<file path="config.mk">
export PLATFORM = sky130hd
export DESIGN_NAME = mem_access_unit
export DESIGN_NICKNAME = d
export VERILOG_FILES = /design/src/rtl/mem_access_unit.sv
export SDC_FILE = /design/constraint.sdc
export NUM_CORES = 1
export LEC_CHECK = 0
export CORE_ASPECT_RATIO = 0.7
export CORE_MARGIN = 4
export CORE_UTILIZATION = 49
export CTS_CLUSTER_DIAMETER = 30
export CTS_CLUSTER_SIZE = 28
export DETAILED_ROUTE_END_ITERATION = 8
export GPL_TIMING_DRIVEN = 0
export PLACE_DENSITY = 0.84
export SLEW_MARGIN = 20
export SYNTH_ARGS = -nofsm -noshare
export SYNTH_HDL_FRONTEND = slang
export SYNTH_SLANG_ARGS = --single-unit
</file>
<file path="constraint.sdc">
create_clock -name clk_i -period 3.9 [get_ports clk_i]
set_input_delay 0.585 -clock clk_i [delete_from_list [all_inputs] [get_ports clk_i]]
set_output_delay 0.585 -clock clk_i [all_outputs]
set_load 0.01 [all_outputs]
</file>
<file path="src/rtl/mem_access_unit.sv">
// mem_access_unit: MEM-stage data-memory responder for the RV32IM pipeline.
// Turns a 4-bit read_write access code into one single-outstanding
// request/acknowledge bus transaction. It generates byte enables and
// lane-replicated store data, extracts and extends load data, and stalls the
// pipeline until the access completes.
//
// Optional feature macro: MEM_MISALIGN_TRAP_EN
//   defined   : misaligned half/word accesses skip the bus and finish with err_o.
//   undefined : misaligned low address bits are masked and the access proceeds.
//
// Ports:
//   clk_i, rst_ni       clock (rising edge), async active-low reset
//   req_valid_i         MEM stage holds a valid instruction
//   read_write_i[3:0]   access code; bit3=0 means no access
//   addr_i, store_data_i  byte address and rs2 value
//   stall_o             freeze IF..MEM (combinational)
//   load_data_o, load_valid_o  extended load result and its one-cycle pulse
//   err_o               one-cycle pulse on misalignment trap or timeout
//   bus_req_o, bus_we_o, bus_addr_o, bus_be_o, bus_wdata_o  bus request side
//   bus_ack_i, bus_rdata_i  bus completion and read data
//   state_o             current FSM state (0 IDLE, 1 BUS, 2 DONE) for observation
//
// Bus handshake: bus_req_o rises the cycle after an accept and stays high,
// with address/we/be/wdata stable, until the first cycle in which bus_ack_i
// is sampled high (or the timeout fires). bus_ack_i is a single-cycle
// completion, and bus_rdata_i is only sampled in that cycle; ack outside BUS
// is ignored.
module mem_access_unit #(
  parameter int TIMEOUT = 64
) (
  input  logic        clk_i,
  input  logic        rst_ni,
  input  logic        req_valid_i,
  input  logic [3:0]  read_write_i,
  input  logic [31:0] addr_i,
  input  logic [31:0] store_data_i,
  output logic        stall_o,
  output logic [31:0] load_data_o,
  output logic        load_valid_o,
  output logic        err_o,
  output logic        bus_req_o,
  output logic        bus_we_o,
  output logic [31:0] bus_addr_o,
  output logic [3:0]  bus_be_o,
  output logic [31:0] bus_wdata_o,
  input  logic        bus_ack_i,
  input  logic [31:0] bus_rdata_i,
  output logic [1:0]  state_o
);

  localparam int CW = (TIMEOUT > 2) ? $clog2(TIMEOUT) : 1;
  localparam logic [CW-1:0] CNT_LAST = CW'(TIMEOUT - 1);

  typedef enum logic [1:0] {IDLE = 2'd0, BUS = 2'd1, DONE = 2'd2} state_t;

  localparam logic [1:0] SZ_BYTE = 2'd0;
  localparam logic [1:0] SZ_HALF = 2'd1;
  localparam logic [1:0] SZ_WORD = 2'd2;

  function automatic logic [1:0] size_of(input logic [3:0] c);
    case (c)
      4'b1000, 4'b1100, 4'b1011: size_of = SZ_BYTE;
      4'b1001, 4'b1101, 4'b1110: size_of = SZ_HALF;
      default:                   size_of = SZ_WORD;
    endcase
  endfunction

  function automatic logic is_store(input logic [3:0] c);
    is_store = (c == 4'b1011) || (c == 4'b1110) || (c == 4'b1111);
  endfunction

  state_t        state_q, state_d;
  logic [3:0]    code_q;
  logic [31:0]   addr_q, wdata_q, rdata_q;
  logic [CW-1:0] cnt_q;
  logic          err_q;
  logic          accept, misalign;

  assign accept = req_valid_i & read_write_i[3];

`ifdef MEM_MISALIGN_TRAP_EN
  always_comb begin
    misalign = 1'b0;
    case (size_of(read_write_i))
      SZ_HALF: misalign = addr_i[0];
      SZ_WORD: misalign = |addr_i[1:0];
      default: misalign = 1'b0;
    endcase
  end
`else
  assign misalign = 1'b0;
`endif

  // State register
  always_ff @(posedge clk_i or negedge rst_ni) begin
    if (!rst_ni) state_q <= IDLE;
    else         state_q <= state_d;
  end

  // Next state
  always_comb begin
    state_d = state_q;
    case (state_q)
      IDLE:    if (accept) state_d = misalign ? DONE : BUS;
      BUS:     if (bus_ack_i || (cnt_q == CNT_LAST)) state_d = DONE;
      DONE:    state_d = IDLE;
      default: state_d = IDLE;
    endcase
  end

  // Latched access, captured read data, timeout counter, error flag.
  // An ack on the final count wins over the timeout.
  always_ff @(posedge clk_i or negedge rst_ni) begin
    if (!rst_ni) begin
      code_q  <= '0;
      addr_q  <= '0;
      wdata_q <= '0;
      rdata_q <= '0;
      cnt_q   <= '0;
      err_q   <= 1'b0;
    end else begin
      case (state_q)
        IDLE: if (accept) begin
          code_q  <= read_write_i;
          addr_q  <= addr_i;
          wdata_q <= store_data_i;
          rdata_q <= '0;
          cnt_q   <= '0;
          err_q   <= misalign;
        end
        BUS: begin
          if (bus_ack_i)               rdata_q <= bus_rdata_i;
          else if (cnt_q == CNT_LAST)  err_q   <= 1'b1;
          else                         cnt_q   <= cnt_q + CW'(1);
        end
        default: ;
      endcase
    end
  end

  // Lane logic on the latched access. Half uses lane addr[1], which also
  // masks addr[0] when misaligned accesses are allowed through.
  logic [3:0]  be;
  logic [31:0] wdata_rep, ext_data;
  logic [7:0]  lb;
  logic [15:0] lh;
  logic        sgn;

  always_comb begin
    be        = 4'b1111;
    wdata_rep = wdata_q;
    case (size_of(code_q))
      SZ_BYTE: begin
        be        = 4'b0001 << addr_q[1:0];
        wdata_rep = {4{wdata_q[7:0]}};
      end
      SZ_HALF: begin
        be        = addr_q[1] ? 4'b1100 : 4'b0011;
        wdata_rep = {2{wdata_q[15:0]}};
      end
      default: ;
    endcase
  end

  always_comb begin
    lb = 8'h00;
    case (addr_q[1:0])
      2'd0: lb = rdata_q[7:0];
      2'd1: lb = rdata_q[15:8];
      2'd2: lb = rdata_q[23:16];
      2'd3: lb = rdata_q[31:24];
      default: lb = 8'h00;
    endcase
    lh  = addr_q[1] ? rdata_q[31:16] : rdata_q[15:0];
    // LBU/LHU have bit2 set; LB/LH do not.
    sgn = ~code_q[2];
    case (size_of(code_q))
      SZ_BYTE: ext_data = {{24{sgn & lb[7]}}, lb};
      SZ_HALF: ext_data = {{16{sgn & lh[15]}}, lh};
      default: ext_data = rdata_q;
    endcase
  end

  // Outputs
  always_comb begin
    stall_o      = ((state_q == IDLE) && accept) || (state_q == BUS);
    bus_req_o    = (state_q == BUS);
    bus_we_o     = (state_q == BUS) && is_store(code_q);
    bus_addr_o   = (state_q == BUS) ? {addr_q[31:2], 2'b00} : 32'h0;
    bus_be_o     = (state_q == BUS) ? be : 4'b0000;
    bus_wdata_o  = (state_q == BUS) ? wdata_rep : 32'h0;
    load_valid_o = (state_q == DONE) && !is_store(code_q);
    err_o        = (state_q == DONE) && err_q;
    load_data_o  = (load_valid_o && !err_q) ? ext_data : 32'h0;
    state_o      = state_q;
  end

endmodule
</file>
==> impl_metrics.yaml <==
timing:
  period_minus_slack_ns: 3.41
  max_slew_margin: 0.454
  setup_viol: 0
  skew_ns: 0.00595
  setup_ws_ns: 0.486
  tns_ns: 0
  timing.final.hold_violations: 0
  finalMaxSlewViolations: 0
  rsz0062_at_grt: "false"
  max_slew.worst_pin.slew_ns: 0.814
  fin_hold_ws_ns: 0.130
  fmax_mhz: 293
  timing.final.crit_share: 0.875
layout:
  fill_cells: 950
  nNetsFinal: 1101
  stdcell_count: 1158
  diodes: 0
  area_delta_synth_final_pct: 43.2
  drive_gt1_frac: 0.0569
  multi_input_area_mm2: 0.00293
  ff_latch_area_mm2: 0.00273
route:
  drt_iter0_drc: 751
  vias: 6349
  drtAntennaViolNets: 0
  wl_per_cell_um: 17.3
  drt-pass1-iter-count: 5
  postRouteWirelength_mm: 20.0
  route.detailed.drc: 0
  routed_via_density: 5.48
pwr:
  ir_drop_uv: 260
  clkPwrFrac: 0.229
  p_comb_frac: 0.368
  cellPowerDensity_mw_per_mm2: 456
  p_int_w: 0.00244
  p_sw_w: 0.00148
  p_leak_nw: 3.74
  swShare: 0.378
  seq_power_share: 0.403
  total_power_w: 0.00392
cts:
  cts_resized: 0
  cts_hold_buf: 0
  cts_setup_buffers: 0
  h-tree-depth: 3
  cts_sinks: 109
  clock_tree.root_cell: "clkbuf_16"
  clkLatencyLatePin_ns: 0.35
  clkTransAtPathRegs_ns: 0.07
  clockBufferDepth: 2
  cts_tree: "built"
  cts_made_buffers: 9
grt:
  grt_pass1_wl_mm: 32.0
  grt_pass1_vias: 6020
  grt_max_degree: 71
  grt_usage: 0.284
  grt_remaining_overflow: 0
  antenna_found_initial: 0
worst_setup_path:
  required_ns: 3.31
  setup.worst_path.end_class: "primary output"
  crit_arrival_ns: 2.83
  path_class: "reg2out"
  worstRegToRegCells: 6
  crit_fanout: 10
  start_kind: "register"
floorplan:
  core_area_mm2: 0.0119
  die-area_mm2: 0.0141
  start_util: 0.507
  io_pins: 211
  row_count: 33
  die_w_um: 140
  die_h_um: 101
logic_synthesis:
  ys_types: 53
  ys_ff_latch: 109
  synth.cell_area_mm2: 0.00600
  synthTopCellsByCount: "316 x nand2_1, 109 x dfrtp_1, 54 x a21oi_1"
  seq_area_frac_synth: 0.454
  async_reset_ff_frac: 1.00
  ys_warn_count: 0
  yosysMostFrequentCell: "nand2_1"
  synth_area_leaders: "dfrtp_1 45%, nand2_1 20%, a21oi_1 4.5%"
  yosysTopAreaCellShare: 0.454
  synth-edff-count: 0
  synth_area_leader_cell: "dfrtp_1"
  syn_area_per_cell_um2: 7.75
  synth_cells: 775
  ys.flop_type: "dfrtp_1"
place:
  place.gp.congestion: 0.909
  dp_hpwl_mm: 15.1
  placed_cells: 1142
  port_buffers: 208
  place_ws_ns: 0.584
flow_run:
  maxCapViolations: 0
outcome:
  status: "finished clean"
hold_path:
  min_path_type: "in2async"
[cells by family after synthesis]
kind of cell,Yosys count,synth area share
other,1,0.000625
muxes,11,0.0217
DFF,109,0.454
xor gates and xnor gates,1,0.00146
adders and majority gates,1,0.00208
and+or+nand+nor,416,0.302
AOI/OAI and AO/OA,157,0.160
buffers and inverters,79,0.0579
[sequential cells by signal, summed over array words and instances (netlist names)]
register	count
addr_q	32
rdata_q	32
wdata_q	32
cnt_q	6
code_q	4
state_o	2
err_q	1
[metrics by stage]
step / utilization / area (um^2)
final: 0.726 / 8600
after global routing: 0.726 / 8600
after CTS: 0.726 / 8600
after detailed placement: 0.702 / 8320
after global placement: 0.699 / 8290
after floorplan: - / 6010
[path summary, 6_finish.rpt]
path	from	slack, ns	endpoint
setup / recovery	code_q[0]	0.49	load_data_o[8]
hold / removal	rst_ni	0.13	rdata_q[18]
setup reg to reg	state_o[1]	1.81	rdata_q[24]
hold reg to reg	addr_q[22]	0.47	addr_q[22]
max in group asynchronous	rst_ni	3.09	addr_q[27]
min in group clk_i	addr_q[22]	0.47	addr_q[22]
[final cells by class]
| class | count | area share |
|---|---|---|
| clock inverters | 6 | 0.00655 |
| clock buffers | 10 | 0.0266 |
| inverters | 22 | 0.00960 |
| repair buffers | 209 | 0.245 |
| flip-flops and latches | 109 | 0.317 |
| multi-input cells | 588 | 0.341 |
| plain buffers | 57 | 0.0308 |
| well taps | 157 | 0.0228 |
[layer usage]
metal  GRT usage  routed length, um
met1       0.409               8510
met2       0.417               8690
met3       0.106               2570
met4      0.0491                229
met5           0                  0
[worst max-delay path, stage by stage (launching register included)]
cell	delay [ns]
dfrtp_1	0.39
buf_2	0.18
and3b_1	0.20
o21ai_1	0.65
nor3_2	0.23
a221o_1	0.34
clkdlybuf4s50_1	0.49
[power by group through the flow]
| stage | clock (W) | sequential (W) | combinational, W |
|---|---|---|---|
| floorplan | 0 | 0.00151 | 0.000859 |
| global placement | 0 | 0.00158 | 0.00138 |
| detailed placement | 0 | 0.00159 | 0.00142 |
| CTS | 0.000908 | 0.00157 | 0.00143 |
| global route | 0.000957 | 0.00161 | 0.00159 |
| finish | 0.000897 | 0.00158 | 0.00144 |
[cells in the final DEF, fill, tap and decap left out, types with 3 or more instances in the layout]
master / Yosys / routed
inv_1: 21 / 21
dfrtp_1: 109 / 109
buf_1: 7 / 7
nor3_2: 10 / 10
o22ai_1: 15 / 15
buf_2: 10 / 10
nand2b_1: 4 / 4
nor2_1: 17 / 17
nand2_1: 316 / 316
and2_1: 40 / 40
a31oi_1: 10 / 10
a221o_1: 14 / 14
inv_6: 0 / 3
a21oi_1: 54 / 54
clkbuf_1: 35 / 36
mux2i_1: 7 / 7
o21ai_0: 44 / 44
a211oi_1: 4 / 4
buf_6: 2 / 3
nor3_1: 8 / 8
nor2_2: 4 / 4
clkbuf_16: 0 / 9
clkdlybuf4s50_1: 0 / 207
nand3_1: 5 / 5
Note: power is estimated with default switching activity, not from simulation.
